`config.mk`:
```
export PLATFORM = sky130hd
export DESIGN_NAME = parking_lot_monitor
export DESIGN_NICKNAME = d
export VERILOG_FILES = /design/src/rtl/parking_pkg.sv /design/src/rtl/lane_fsm.sv /design/src/rtl/parking_lot_monitor.sv
export SDC_FILE = /design/constraint.sdc
export NUM_CORES = 1
export LEC_CHECK = 0
export BUFFER_PORTS_ARGS = -buffer_cell sky130_fd_sc_hd__buf_2
export CORE_MARGIN = 3
export CORE_UTILIZATION = 59
export CTS_CLUSTER_DIAMETER = 50
export CTS_CLUSTER_SIZE = 24
export DETAILED_ROUTE_END_ITERATION = 12
export GPL_TIMING_DRIVEN = 0
export PLACE_DENSITY = 0.79
export SETUP_SLACK_MARGIN = 0.5
export SLEW_MARGIN = 20
export SYNTH_ARGS = -nofsm -noshare
export SYNTH_HDL_FRONTEND = slang
export SYNTH_SLANG_ARGS = --single-unit
```
`constraint.sdc`:
```
create_clock -name clk -period 3.2 [get_ports clk]
set_input_delay 0.64 -clock clk [delete_from_list [all_inputs] [get_ports clk]]
set_output_delay 0.64 -clock clk [all_outputs]
set_load 0.05 [all_outputs]
```
`src/rtl/parking_pkg.sv`:
```
// parking_pkg: lane state encoding, sensor-pair codes and a popcount helper
package parking_pkg;
  typedef enum logic [2:0] {IDLE, IN_A, IN_B, IN_C, OUT_A, OUT_B, OUT_C} lane_state_t;
  localparam logic [1:0] CLEAR = 2'b00;
  localparam logic [1:0] OUT_ONLY = 2'b10;
  localparam logic [1:0] IN_ONLY = 2'b01;
  localparam logic [1:0] BOTH = 2'b11;
  function automatic logic [3:0] popcount(input logic [7:0] v);
    popcount = '0;
    for (int i = 0; i < 8; i++) popcount += {3'b0, v[i]};
  endfunction
endpackage

```
`src/rtl/lane_fsm.sv`:
```
// lane_fsm: one lane's synchroniser, debounce filter and entry/exit sequence tracker
module lane_fsm
  import parking_pkg::*;
#(
  parameter int DEBOUNCE = 4
) (
  input  logic clk,
  input  logic reset,
  input  logic outer,
  input  logic inner,
  output logic enter,
  output logic exit,
  output logic illegal
);
  localparam int RW = $clog2(DEBOUNCE + 1);
  logic [1:0] s1, s2, filt, p;
  logic [1:0][RW-1:0] run;
  lane_state_t state;
  // p is the value the filter adopts on this edge, so the FSM moves on the same edge
  always_comb begin
    p = filt;
    for (int b = 0; b < 2; b++)
      p[b] = (s2[b] != filt[b] && run[b] == RW'(DEBOUNCE - 1)) ? s2[b] : filt[b];
  end
  always_ff @(posedge clk or negedge reset)
    if (!reset) begin
      s1 <= '0;
      s2 <= '0;
      filt <= '0;
      run <= '0;
    end else begin
      s1 <= {outer, inner};
      s2 <= s1;
      filt <= p;
      for (int b = 0; b < 2; b++)
        run[b] <= (s2[b] == filt[b] || p[b] != filt[b]) ? '0 : run[b] + RW'(1);
    end
  always_ff @(posedge clk or negedge reset)
    if (!reset) begin
      state <= IDLE;
      enter <= 1'b0;
      exit <= 1'b0;
      illegal <= 1'b0;
    end else begin
      enter <= 1'b0;
      exit <= 1'b0;
      illegal <= 1'b0;
      case (state)
        IDLE: begin
          state <= (p == OUT_ONLY) ? IN_A : (p == IN_ONLY) ? OUT_A : IDLE;
          illegal <= p == BOTH;
        end
        IN_A: begin
          state <= (p == BOTH) ? IN_B : (p == OUT_ONLY) ? IN_A : IDLE;
          illegal <= p == IN_ONLY;
        end
        IN_B: begin
          state <= (p == IN_ONLY) ? IN_C : (p == OUT_ONLY) ? IN_A : (p == BOTH) ? IN_B : IDLE;
          illegal <= p == CLEAR;
        end
        IN_C: begin
          state <= (p == BOTH) ? IN_B : (p == IN_ONLY) ? IN_C : IDLE;
          enter <= p == CLEAR;
          illegal <= p == OUT_ONLY;
        end
        OUT_A: begin
          state <= (p == BOTH) ? OUT_B : (p == IN_ONLY) ? OUT_A : IDLE;
          illegal <= p == OUT_ONLY;
        end
        OUT_B: begin
          state <= (p == OUT_ONLY) ? OUT_C : (p == IN_ONLY) ? OUT_A : (p == BOTH) ? OUT_B : IDLE;
          illegal <= p == CLEAR;
        end
        OUT_C: begin
          state <= (p == BOTH) ? OUT_B : (p == OUT_ONLY) ? OUT_C : IDLE;
          exit <= p == CLEAR;
          illegal <= p == IN_ONLY;
        end
        default: state <= IDLE;
      endcase
    end
endmodule

```
`src/rtl/parking_lot_monitor.sv`:
```
// parking_lot_monitor: multi-lane entry/exit tracker driving a saturating occupancy count
module parking_lot_monitor
  import parking_pkg::*;
#(
  parameter int N_LANES = 2,
  parameter int CAPACITY = 16,
  parameter int DEBOUNCE = 4,
  localparam int CNT_W = $clog2(CAPACITY + 1)
) (
  input  logic               clk,
  input  logic               reset,
  input  logic [N_LANES-1:0] outer,
  input  logic [N_LANES-1:0] inner,
  input  logic               clear_fault,
  output logic [N_LANES-1:0] enter,
  output logic [N_LANES-1:0] exit,
  output logic [CNT_W-1:0]   count,
  output logic               full,
  output logic               empty,
  output logic               overflow,
  output logic               underflow,
  output logic [N_LANES-1:0] fault
);
  localparam int SW = CNT_W + 4;
  localparam logic signed [SW-1:0] CAP_S = SW'(CAPACITY);
  logic [N_LANES-1:0] illegal;
  logic signed [SW-1:0] nxt;
  for (genvar i = 0; i < N_LANES; i++) begin : g_lane
    lane_fsm #(.DEBOUNCE(DEBOUNCE)) u_lane (
      .clk(clk),
      .reset(reset),
      .outer(outer[i]),
      .inner(inner[i]),
      .enter(enter[i]),
      .exit(exit[i]),
      .illegal(illegal[i])
    );
  end
  // entries and exits net out before the clamp is applied
  always_comb nxt = SW'(count) + SW'(popcount(8'(enter))) - SW'(popcount(8'(exit)));
  always_ff @(posedge clk or negedge reset)
    if (!reset) begin
      count <= '0;
      overflow <= 1'b0;
      underflow <= 1'b0;
      fault <= '0;
    end else begin
      overflow <= nxt > CAP_S;
      underflow <= nxt[SW-1];
      count <= (nxt > CAP_S) ? CNT_W'(CAPACITY) : nxt[SW-1] ? '0 : nxt[CNT_W-1:0];
      fault <= (fault & ~{N_LANES{clear_fault}}) | illegal;
    end
  assign full = count == CNT_W'(CAPACITY);
  assign empty = count == '0;
endmodule

```
=== Word-level counts from Yosys, hierarchy flattened ===
Cells that the tools add are included.
W data, S select, Z words.

* Bits of input ports: 7
* Word-level logic and storage cells: 136
* Flip-flop bits (word level): 45

* Equal/unequal tests: 35
* Add/subtract/negate cells: 8
* Magnitude comparators: 1
* Reductions and logical operators: 19
* Bitwise operators: 3
* Muxes and demuxes: 48

{| class="wikitable"
|+ Operators with widths
! cell !! number
|-
| $mux W3 || 28
|-
| $pmux W3 S7 || 2
|-
| $eq A3 B2 Y1 const B || 8
|-
| $eq A3 B3 Y1 const B || 6
|-
| $add A3 B1 Y3 const B || 4
|-
| $reduce_or A2 Y1 || 6
|-
| $mux W1 || 10
|-
| $mux W5 || 2
|-
| $eq A2 B2 Y1 const B || 4
|-
| $mux W2 || 4
|-
| $ne A1 B1 Y1 || 8
|-
| $pmux W1 S4 || 2
|-
| $gt A7 B6 Y1 const B || 1
|-
| $sub A6 B2 Y7 || 1
|-
| $add A5 B2 Y6 || 1
|-
| $eq A3 B1 Y1 const B || 2
|-
| $logic_not A3 Y1 || 2
|-
| $eq A5 B5 Y1 const B || 1
|-
| $logic_not A5 Y1 || 1
|-
| $add A1 B1 Y2 || 2
|-
| $eq A1 B1 Y1 || 4
|-
| $eq A2 B1 Y1 const B || 2
|-
| $logic_and A1 B1 Y1 || 4
|-
| $logic_not A2 Y1 || 2
|-
| other kinds (4) || 7
|}

=== Depth between registers and ports, before layout ===
* Word-level depth: 8
* Mapped depth: 12
* Depth with buffers taken out: 12

=== Modules after synthesis ===
A second synthesis with hierarchy kept.

* Cell total of the unflattened synthesis: 214
* Area, all modules: 2416.1 um2

{| class="wikitable"
|+ Modules (own cells, without submodules)
! module !! area each (um2) !! cells an instance !! instances !! seq. area each (um2)
|-
| lane_fsm (g_lane[0].u_lane) || 907.1 || 74 || 1 || 450.4
|-
| lane_fsm (g_lane[1].u_lane) || 863.3 || 77 || 1 || 450.4
|-
| parking_lot_monitor || 645.6 || 63 || 1 || 225.2
|}

=== Least setup slack after synthesis ===
OpenSTA, ideal clock, no wires.

* Kind: register to output
* Start point: reg count[2]
* End point: out empty
* Path slack: 65 ps
* Data required time: 2560 ps
* Data arrival time: 2495 ps
* Cell stages (with the launch flop): 4
* Path through: dfrtp_1 -> inv_1 -> ha_1 -> nor4b_1

* Longest elaborated chain between the ends: 1

{| class="wikitable"
|+ Ends and longest elaborated chain
! what !! line !! RTL
|-
| start: declaration || parking_lot_monitor.sv:17 || <nowiki>output logic [CNT_W-1:0] count,</nowiki>
|-
| start signal: assignment || parking_lot_monitor.sv:50 || <nowiki>count <= (nxt > CAP_S) ? CNT_W'(CAPACITY) : nxt[SW-1] ? '0 : nxt[CNT_W-1:0];</nowiki>
|-
| $logic_not A5 Y1 || parking_lot_monitor.sv:54 || <nowiki>assign empty = count == '0;</nowiki>
|-
| end: declaration || parking_lot_monitor.sv:19 || <nowiki>output logic empty,</nowiki>
|}

No other way between the ends.

=== Worst setup path after layout ===
* Start point: reg g_lane[0].u_lane.exit
* End point: reg overflow

* Longest elaborated chain between the ends: 3

{| class="wikitable"
|+ Ends and longest elaborated chain
! what !! line !! RTL
|-
| start: declaration || lane_fsm.sv:12 || <nowiki>output logic exit,</nowiki>
|-
| start signal: assignment || lane_fsm.sv:42 || <nowiki>exit <= 1'b0;</nowiki>
|-
| start signal: assignment || lane_fsm.sv:46 || <nowiki>exit <= 1'b0;</nowiki>
|-
| start signal: assignment || lane_fsm.sv:76 || <nowiki>exit <= p == CLEAR;</nowiki>
|-
| $add A1 B1 Y2 || parking_pkg.sv:10 || <nowiki>for (int i = 0; i < 8; i++) popcount += {3'b0, v[i]};</nowiki>
|-
| $sub A6 B2 Y7 || parking_lot_monitor.sv:40 || <nowiki>always_comb nxt = SW'(count) + SW'(popcount(8'(enter))) - SW'(popcount(8'(exit)));</nowiki>
|-
| $gt A7 B6 Y1 || parking_lot_monitor.sv:48 || <nowiki>overflow <= nxt > CAP_S;</nowiki>
|-
| end signal: assignment || parking_lot_monitor.sv:48 ||
|-
| end: declaration || parking_lot_monitor.sv:20 || <nowiki>output logic overflow,</nowiki>
|}

No other way between the ends.

==> summary.md <==
| Metric | Value |
|---|---|
| Maximum clock frequency | `0.377 GHz` |
| I/O Buffers | `21` |
| Die area | `0.00491 mm2` |
| Post-route ant nets | `0` |
| Register bit total from synthesis | `45` |
| Met2 wire length | `1.93 mm` |
| Fin crit share | `82.9%` |
| Clk buf depth | `2` |
| Total Routed Length | `3.95 mm` |
| Via count | `1,605` |
| Reg2Reg Launch Point | `g_lane[0].u_lane.exit` |
| Top-level port count | `22` |
| Drt first-iter violations | `93` |
| Synthesized instance count | `230` |
| Fillers | `303` |
| Post-place setup slack | `0.285 ns` |
| Clock skew | `0.00586 ns` |
| Die Y | `70.1 um` |
| CP Class | `flip-flop to flip-flop` |
| Met3 routed WL | `207 um` |
| Max VDD drop | `0.382 mV` |
| Die W | `70.1 um` |
| Fin Setup TNS | `0 ns` |
| H-Tree Depth | `2` |
| Hold Path Stages | `0` |
| Worst hold start | `g_lane[0].u_lane.s1[0]` |
| Leak Pwr | `1.43 nW` |
| Worst R2R Setup Slack | `0.55 ns` |
| Data required time of the worst path | `3.43 ns` |
| Detailed Routing Iterations Pass 1 | `6` |
| DR vias/cell | `5.16` |
| Tightest Hold Check Type | `flip-flop to flip-flop` |
| Vias in the first global route | `1,472` |
| CP arrival | `2.88 ns` |
| Tot GR Track Use | `16.9%` |
| Final nets | `298` |
| Post-synthesis cell area | `0.00242 mm2` |
| Worst reg-to-reg path cell count | `13` |
| Post-Place Cell Area | `0.00259 mm2` |
| Distinct cell type count of the synthesized netlist | `40` |
| TritonCTS Buffers | `5` |
| CTS clk-pin slew, worst paths | `0.08 ns` |
| Yosys warns | `0` |
| Pwr dens | `770 mW/mm2` |
| Wirelength per Cell | `12.7 um` |
| Max capacitance violation total | `0` |
| Fin. max-slew vios | `0` |
| Crit start category | `flip-flop` |
| # rows | `22` |
| Core area | `0.00380 mm2` |
| Initial Util | `63.8%` |
| GRT Residual Overflow | `0` |
| Largest net degree at the start of global routing | `46` |
| Post-route design area | `0.00276 mm2` |
| Critical Path Start | `g_lane[0].u_lane.exit` |
| Crit path max fanout | `2` |
| WHS Endpoint | `g_lane[0].u_lane.s2[0]` |
| Tmin final | `2.65 ns` |
| Area Growth Syn to Fin | `13.8%` |
| Post-route DRC | `0` |
| Final GP Congestion | `0.822` |
| PnR worst setup slack | `0.549 ns` |
| Ratio of cells with drive above 1 in the final layout | `22.1%` |
| Hold Vio Cnt, Final | `0` |
| First-pass GRT wire length | `6.49 mm` |
| CTS tree | `built` |
| Unrepaired setup endpoints after global routing | `yes` |
| Setup violations, final | `0` |
| Uppermost routed layer | `met4` |
| Hold buffers post-CTS | `0` |
| Max_slew headroom | `37.3%` |
| Register area share after synthesis | `46.5%` |
| Post-Route M1 WL | `1.76 mm` |
| Synthesized net count | `266` |
| Crit Reg-Reg Endpoint | `overflow` |
| Status | `finished, final reports clean` |
| Worst skew pair latency | `0.30 ns` |
| N_diodes | `0` |
| HPWL Detailed | `2.67 mm` |
| Slew @ Worst Pin | `0.940 ns` |
| Initial antenna violation count | `0` |
| Root buf cell | `clkbuf_8` |
| CTS Sinks | `45` |
| Critical Path End Type | `flip-flop` |
| Syn avg cell area | `10.5 um2` |
[cell type report]
class,instances,area (um2),area share (%)
plain buffers,11,72.6,2.63
clock buffers,6,72.6,2.63
flip-flops and latches,45,1130,40.8
inverters,31,116,4.22
multi-input cells,143,1160,42.2
repair buffers,25,135,4.90
clock inverters,2,10.0,0.363
well taps,48,60.1,2.18
[per-stage QoR]
stage	power (W)	util, %	hold slack (ns)	instances
finish	0.00212	72.6	0.359	311
global route	0.00230	72.6	0.371	311
CTS	0.00211	71.5	0.362	308
detailed placement	0.00175	68.3	0.343	299
global placement	0.00173	68.3	0.332	299
floorplan	0.00155	-	0.331	230
[cell usage in the layout, fill, tap and decap left out, types with 6 or more instances in the layout]
cell type  count
a21oi_1       10
buf_2         25
buf_4          9
dfrtp_1       45
ha_1          25
inv_1         28
nand2_1       15
nand2b_1       9
nor2_1        18
o21ai_0        8
xor2_1         6
[flip-flops by register name, indices dropped and copies added, names as in the netlist]
signal and cells:
g_lane.u_lane.state 6, count 5, g_lane.u_lane.filt 4, g_lane.u_lane.s2 4
fault 2, g_lane.u_lane.illegal 2, underflow 1, g_lane.u_lane.s1 4
overflow 1, g_lane.u_lane.run 12, g_lane.u_lane.exit 2, g_lane.u_lane.enter 2
[layer usage]
layer / up-vias / global-route usage (%)
met5: - / 0
met1: 756 / 21.6
met3: 6 / 6.19
li1: 806 / -
met2: 37 / 26.1
met4: 0 / 6.38
[how the worst max path moves through the flow]
stage / end / cells after the start
after floorplan: count[0] / 12
after global placement: count[2] / 12
after detailed placement: count[2] / 12
after CTS: count[2] / 12
after global routing: count[2] / 12
final: overflow / 13
[timing repair]
item	4_1_cts	5_1_grt
resized for setup	9	2
setup buffers	1	3
hold endpoints to repair	0	0
endpoints found under the setup margin	6	6
pin swaps	6	7
[cells by family after synthesis]
family | Yosys count | synth area share [%]
AOI/OAI and AO/OA | 37 | 10.0
xor gates and xnor gates | 8 | 2.89
adders and majority gates | 29 | 15.9
buffers and inverters | 42 | 7.80
DFF | 45 | 46.5
muxes | 8 | 3.56
and+or+nand+nor | 61 | 13.3
[report_power, final]
| group | switching, W | leakage [nW] | internal [W] |
|---|---|---|---|
| combinational | 0.000603 | 0.804 | 0.000398 |
| clock | 0.000180 | 0.0450 | 0.000151 |
| sequential | 0.0000781 | 0.579 | 0.000711 |
[worst max-delay path: stages (launching register included)]
cell     delay [ns]
dfrtp_1        0.37
inv_2          0.05
fa_1           0.53
inv_1          0.05
fa_2           0.33
inv_2          0.07
ha_4           0.13
inv_2          0.04
fa_2           0.36
buf_4          0.15
buf_4          0.12
xor2_1         0.17
o22ai_1        0.09
a21oi_1        0.14
[Yosys cell counts]
master | count | area [um2]
buf_4 | 5 | 37.5
dfrtp_1 | 45 | 1130
a221o_1 | 1 | 10.0
and4_1 | 2 | 17.5
buf_2 | 4 | 20.0
nand2_1 | 15 | 56.3
a22oi_1 | 2 | 15.0
o211ai_1 | 1 | 7.51
fa_1 | 3 | 60.1
and3b_1 | 1 | 8.76
mux2_2 | 5 | 56.3
nand3b_1 | 2 | 15.0
a21o_1 | 3 | 22.5
and4b_1 | 2 | 20.0
a21oi_1 | 10 | 50.1
a21bo_2 | 1 | 10.0
or2b_1 | 1 | 7.51
nor2_1 | 18 | 67.6
nor2b_1 | 5 | 31.3
and3_1 | 3 | 18.8
clkbuf_1 | 1 | 3.75
inv_1 | 31 | 116
o21ba_1 | 1 | 10.0
mux2i_1 | 3 | 30.0
a21oi_2 | 1 | 8.76
o22ai_1 | 3 | 18.8
o21bai_2 | 1 | 11.3
o21ai_1 | 1 | 5.00
o31ai_1 | 1 | 7.51
o221ai_1 | 1 | 8.76
xor2_1 | 6 | 52.6
ha_1 | 26 | 325
nor3b_1 | 2 | 15.0
a2bb2oi_1 | 1 | 8.76
buf_6 | 1 | 11.3
o2bb2ai_1 | 1 | 8.76
o21ai_0 | 8 | 40.0
nor4b_1 | 1 | 8.76
xnor2_1 | 2 | 17.5
nand2b_1 | 9 | 56.3
Note: power is estimated with default switching activity, not from simulation.
